### src/rtl/hdc_msg_sequencer.sv
// hdc_msg_sequencer
// Sequences the HDC spam/ham datapath for one message at a time. A packed
// message is accepted, the encoder accumulator is cleared, the characters
// are streamed one per accepted beat, and the classifier is then triggered.
// The 2-bit verdict is reported, or 2'b11 (inconclusive) on an empty message
// or a classifier timeout.
//
// Handshake rule for msg_valid/msg_ready and enc_char_valid/enc_char_ready:
// a transfer happens on a rising edge where both valid and ready are high.
// While valid is high and ready is low, the payload is held stable.
//
// Ports:
//   clk, reset        clock, synchronous active-high reset
//   msg_valid/ready   message input handshake (ready only in IDLE)
//   msg, length       packed message (char 0 leftmost) and char count
//   enc_clear         one-cycle pulse to clear the encoder accumulator
//   enc_char_*        character stream to the encoder
//   cls_start         one-cycle pulse that starts classification
//   cls_done/label    classifier completion and verdict
//   result_valid      one-cycle pulse when result is updated
//   result            last verdict, 2'b11 = inconclusive
//   busy              high outside IDLE
//   state_dbg         current FSM state for debug/checkers
module hdc_msg_sequencer #(
  parameter int MESSAGE_LENGTH = 200,
  parameter int CHAR_LENGTH    = 8,
  parameter int LEN_WIDTH      = 8,
  parameter int TIMEOUT_CYCLES = 1024
) (
  input  logic                                  clk,
  input  logic                                  reset,
  input  logic                                  msg_valid,
  output logic                                  msg_ready,
  input  logic [CHAR_LENGTH*MESSAGE_LENGTH-1:0] msg,
  input  logic [LEN_WIDTH-1:0]                  length,
  output logic                                  enc_clear,
  output logic                                  enc_char_valid,
  input  logic                                  enc_char_ready,
  output logic [CHAR_LENGTH-1:0]                enc_char,
  output logic                                  enc_char_last,
  output logic                                  cls_start,
  input  logic                                  cls_done,
  input  logic [1:0]                            cls_label,
  output logic                                  result_valid,
  output logic [1:0]                            result,
  output logic                                  busy,
  output logic [2:0]                            state_dbg
);

  localparam int MSG_W = CHAR_LENGTH * MESSAGE_LENGTH;
  localparam int IDX_W = (MESSAGE_LENGTH > 1) ? $clog2(MESSAGE_LENGTH) : 1;
  localparam int LEN_W = $clog2(MESSAGE_LENGTH + 1);
  localparam int CNT_W = $clog2(TIMEOUT_CYCLES);

  typedef enum logic [2:0] {
    S_IDLE     = 3'd0,
    S_CLEAR    = 3'd1,
    S_STREAM   = 3'd2,
    S_CLASSIFY = 3'd3,
    S_WAIT     = 3'd4,
    S_DONE     = 3'd5
  } state_e;

  state_e             state_q, state_d;
  logic [MSG_W-1:0]   msg_q, msg_d;
  logic [LEN_W-1:0]   eff_len_q, eff_len_d;
  logic [IDX_W-1:0]   idx_q, idx_d;
  logic [CNT_W-1:0]   cnt_q, cnt_d;
  logic [1:0]         result_q, result_d;

  logic [31:0]        len_ext;
  logic [LEN_W-1:0]   eff_len_in;
  logic               is_last;

  // Clamp in 32 bits so a length field narrower or wider than the message
  // capacity compares correctly without wrap.
  assign len_ext    = 32'(length);
  assign eff_len_in = (len_ext > 32'(MESSAGE_LENGTH)) ? LEN_W'(MESSAGE_LENGTH)
                                                      : LEN_W'(len_ext);

  // eff_len is at least 1 whenever STREAM is reached, so idx+1 == eff_len
  // is the unsigned form of idx == eff_len-1.
  assign is_last = ((32'(idx_q) + 32'd1) == 32'(eff_len_q));

  always_ff @(posedge clk) begin
    if (reset) begin
      state_q   <= S_IDLE;
      msg_q     <= '0;
      eff_len_q <= '0;
      idx_q     <= '0;
      cnt_q     <= '0;
      result_q  <= 2'b11;
    end else begin
      state_q   <= state_d;
      msg_q     <= msg_d;
      eff_len_q <= eff_len_d;
      idx_q     <= idx_d;
      cnt_q     <= cnt_d;
      result_q  <= result_d;
    end
  end

  always_comb begin
    state_d   = state_q;
    msg_d     = msg_q;
    eff_len_d = eff_len_q;
    idx_d     = idx_q;
    cnt_d     = cnt_q;
    result_d  = result_q;
    case (state_q)
      S_IDLE: begin
        if (msg_valid) begin
          msg_d     = msg;
          eff_len_d = eff_len_in;
          if (eff_len_in == '0) begin
            result_d = 2'b11;
            state_d  = S_DONE;
          end else begin
            state_d  = S_CLEAR;
          end
        end
      end
      S_CLEAR: begin
        idx_d   = '0;
        state_d = S_STREAM;
      end
      S_STREAM: begin
        if (enc_char_ready) begin
          // The message is kept as a shift register: the current char is
          // always the top slice, so an accept just shifts the next one up.
          msg_d = msg_q << CHAR_LENGTH;
          if (is_last) begin
            state_d = S_CLASSIFY;
          end else begin
            idx_d = idx_q + IDX_W'(1);
          end
        end
      end
      S_CLASSIFY: begin
        cnt_d   = '0;
        state_d = S_WAIT;
      end
      S_WAIT: begin
        // cls_done is tested first so it wins over a coincident timeout.
        if (cls_done) begin
          result_d = cls_label;
          state_d  = S_DONE;
        end else if (cnt_q == CNT_W'(TIMEOUT_CYCLES - 1)) begin
          result_d = 2'b11;
          state_d  = S_DONE;
        end else begin
          cnt_d = cnt_q + CNT_W'(1);
        end
      end
      S_DONE: begin
        state_d = S_IDLE;
      end
      default: begin
        state_d = S_IDLE;
      end
    endcase
  end

  assign msg_ready      = (state_q == S_IDLE);
  assign enc_clear      = (state_q == S_CLEAR);
  assign enc_char_valid = (state_q == S_STREAM);
  assign enc_char       = enc_char_valid ? msg_q[MSG_W-1 -: CHAR_LENGTH] : '0;
  assign enc_char_last  = enc_char_valid && is_last;
  assign cls_start      = (state_q == S_CLASSIFY);
  assign result_valid   = (state_q == S_DONE);
  assign result         = result_q;
  assign busy           = (state_q != S_IDLE);
  assign state_dbg      = state_q;

endmodule

### config.mk
export PLATFORM = sky130hd
export DESIGN_NAME = hdc_msg_sequencer
export DESIGN_NICKNAME = d
export VERILOG_FILES = /design/src/rtl/hdc_msg_sequencer.sv
export SDC_FILE = /design/constraint.sdc
export NUM_CORES = 2
export LEC_CHECK = 0
export CORE_AREA = 2 2 639 641
export DETAILED_ROUTE_END_ITERATION = 7
export DIE_AREA = 0 0 641 643
export PLACE_DENSITY_LB_ADDON = 0.2
export SETUP_SLACK_MARGIN = 0.5
export SLEW_MARGIN = 20
export SYNTH_ARGS = -nofsm -noshare
export SYNTH_HDL_FRONTEND = slang
export SYNTH_SLANG_ARGS = --single-unit
### constraint.sdc
create_clock -name clk -period 2.2 [get_ports clk]
set_input_delay 0.33 -clock clk [delete_from_list [all_inputs] [get_ports clk]]
set_output_delay 0.33 -clock clk [all_outputs]
set_load 0.1 [all_outputs]
==> impl_metrics.tcl <==
set metrics [dict create \
    hold_path_end "msg_q[872]" \
    swShare_pct 33.1 \
    criticalPathCategory "reg -> out" \
    start_util_pct 17.2 \
    numClockSinks 1631 \
    ys_ff_latch 1631 \
    slew-limit-headroom_pct 52.4 \
    worst_pin_slew_ps 714 \
    fin_nets 13500 \
    synth_common_cells "nand2_1 (3201), dfxtp_1 (1631), nor2_1 (1621)" \
    cts-buffers-inserted 206 \
    synth_edf_count 0 \
    htree_levels 4 \
    grt_util_all_layers_pct 16.9 \
    outcome "complete, but fails checks" \
    ant_nets 0 \
    p_per_area_nw_per_um2 882 \
    synthDistinctLibCells 62 \
    r2r-start "state_dbg[1]" \
    worst-path-max-fanout 4 \
    boundaryPins 1635 \
    path_cells "buf_6, a21bo_2, a211oi_2, and3b_4, nor4_4, buf_12" \
    die_area_um2 412000 \
    yosysSeqAreaShare_pct 46.9 \
    r2r_slack_ps -280 \
    worst_slack_ps -708 \
    placed_area_um2 94800 \
    top_usage_layer "met2" \
    synth_cells 9097 \
    yosys.area.top_type "dfxtp_1" \
    syn_area_um2 69700 \
    overflow 0 \
    grtUsageMet2_pct 29.2 \
    final-setup-viol-count 1574 \
    syn-num-nets 10700 \
    violations "negative setup slack" \
    p_leak_nw 46.9 \
    start_kind "register" \
    drt_wl_total_mm 382 \
    cts-root-buf "clkbuf_16" \
    grtUsageMet3_pct 2.26 \
    drtIter0Drc 4717 \
    insertion_delay_ps 920 \
    rows 234 \
    timing.final.crit_share_pct 132 \
    dieWidth_um 641 \
    vias_per_cell 4.43 \
    p_clk_share_pct 31.5 \
    period_minus_slack_ps 2910 \
    antenna_found_initial 97 \
    ir_drop_mv 0.680 \
    cp-end-kind "output port" \
    power_frac_comb_pct 34.0 \
    yosysTopAreaCellShare_pct 46.9 \
    rr_worst_depth 14 \
    grt_pass1_wl_mm 525 \
    use_met1_pct 21.7 \
    hold_path.class "in -> reg" \
    grt_max_degree 109 \
    holdPathStages 3 \
    cp_slowest_cell "nor4_4" \
    drv_slew 0 \
    wire_per_inst_um 21.7 \
    max-cap-violations 0 \
    ys_warn_count 0 \
    final_area_um2 125000 \
    tritoncts "yes" \
    fin_util_pct 30.9 \
    critPathMaxStageDelay_ps 370 \
    finClkSkew_ps 72.6 \
    io_buffers 1634 \
    synth_area_leaders "dfxtp_1 (47%), a311oi_1 (20%), nand2_1 (17%)" \
    crit_required_ps 1870 \
    fmax_ghz 0.344 \
    synth_ff_type "dfxtp_1" \
    synthArstFlopShare_pct 0 \
    core-area_um2 405000 \
    grt_pass1_vias 76100 \
    internal-power_mw 73.9 \
    p_seq_share_pct 34.6 \
    area_delta_synth_final_pct 79.7 \
    hp-start "msg[872]" \
    clockBufferDepth 4 \
    die_y_um 643 \
    yosysMostFrequentCell "nand2_1" \
    dp.final_hpwl_mm 270 \
    dr.pass1.iters 7 \
    rsz0062_at_grt "true" \
    switching_power_mw 36.5 \
    gp_congestion 0.823 \
    reg2reg_to "msg_q[751]" \
    synth_area_per_cell_um2 7.66 \
    clk_pin_slew_ps 60 \
    layout-drive-gt1-share_pct 16.3 \
    final-hold-violation-count 0 \
    critPathArrivalTime_ps 2580 \
    drc 0 \
    via_count 77800 \
]
[cells in the final DEF (no fill, tap or decap), types with 4 or more instances in the layout]
master           synthesis  final
nand2_1               3201   3196
dfxtp_1               1631   1624
clkdlybuf4s50_1          0   1613
nor2_1                1621   1325
a311oi_1              1592   1223
dlygate4sd3_1            0    970
a311oi_2                 0    368
clkbuf_16                0    317
buf_4                    3    259
buf_12                   0    231
nor2_4                   0    198
buf_16                   0    131
nor2_2                   0     98
buf_6                    5     92
buf_8                    0     78
diode_2                  0     53
clkbuf_8                 1     48
clkbuf_1               536     46
clkinv_2                 0     38
and3_4                   0     11
a22oi_1                 11     11
bufbuf_16                0     10
clkinvlp_4               0      9
a21oi_1                 10      9
bufinv_16                0      9
nand3_1                 13      8
xor2_1                   8      8
xnor2_1                  6      5
a31oi_1                  5      5
inv_6                    0      5
dfxtp_4                  0      5
nand4_1                  4      4
nand2b_1                 4      4
or3_1                    4      4
o21ai_0                  7      4
clkinv_16                0      4
[state kept, by name, summed over array words and instances, names as in the netlist]
signal / count
result: 2
eff_len_q: 8
cnt_q: 10
state_dbg: 3
idx_q: 8
msg_q: 1600
[metal layers]
metal  share of wire (%)  up-vias
li1                    -    37600
met1                  43    37600
met2                  49     2035
met3                 4.5      516
met4                 3.1       22
met5               0.036        -
[how the worst max path moves through the flow]
| stage | cells past startpoint | slack, ps | endpoint | startpoint |
|---|---|---|---|---|
| 3_5_place_dp | 9 | -500 | msg_q[1299] | msg_valid |
| 5_1_grt | 6 | -870 | enc_char_last | idx_q[0] |
| 2_1_floorplan | 5 | -300 | enc_char_last | idx_q[0] |
| 4_1_cts | 6 | -820 | enc_char_last | idx_q[1] |
| 6_report | 6 | -710 | enc_char_last | idx_q[1] |
| 3_3_place_gp | 9 | -480 | msg_q[1303] | msg_valid |
[per-stage QoR]
| stage | TNS [ps] | setup WS, ps | total power [mW] | hold WS [ps] | cells |
|---|---|---|---|---|---|
| floorplan | -3790 | -303 | 52.0 | 448 | 9097 |
| global placement | -561900 | -480 | 63.3 | 462 | 15700 |
| detailed placement | -563840 | -501 | 63.3 | 465 | 15700 |
| CTS | -168810 | -815 | 105 | 0.0129 | 17300 |
| global route | -414890 | -869 | 116 | 22.6 | 17500 |
| finish | -213360 | -708 | 110 | 77.5 | 17500 |
[what timing repair did]
action	4_1_cts	5_1_grt
buffers inserted	115	110
setup endpoints to repair	1650	1650
endpoints found under the hold margin	970	0
hold buffers	970	0
cloned	94	130
pin swaps	150	419
resized for setup	325	1051
[critical path: cells and delay by family (launching register included)]
family,cells,cell delay (ps)
and+or+nand+nor,2,610
AOI/OAI and AO/OA,2,380
DFF,1,360
buffers and inverters,2,340
[power by group through the flow]
stage                     Combinational, mW  Clock [mW]  Sequential, mW
final                                  37.5        34.8            38.2
after global routing                   40.3        36.9            38.8
after CTS                              31.1        35.8            37.8
after detailed placement               25.0           0            38.4
after global placement                 24.9           0            38.4
after floorplan                        14.7           0            37.3
[cell type report]
type	instances	area [um2]
timing repair buffer	3494	41300
clock inverter	67	751
fill	42900	280000
sequential	1631	32700
tap	5428	6790
multi-input combinational	6560	37400
antenna	53	133
clock buffer	302	6040
inverter	8	57.6
[cell families after synthesis]
logic type	share of synthesized area [%]
and+or+nand+nor	26.7
AOI/OAI and AO/OA	20.6
DFF	46.9
buffers and inverters	5.54
xor gates and xnor gates	0.210
muxes	0.0593
adders and majority gates	0.0359
Power figures use the tool's default switching activity.
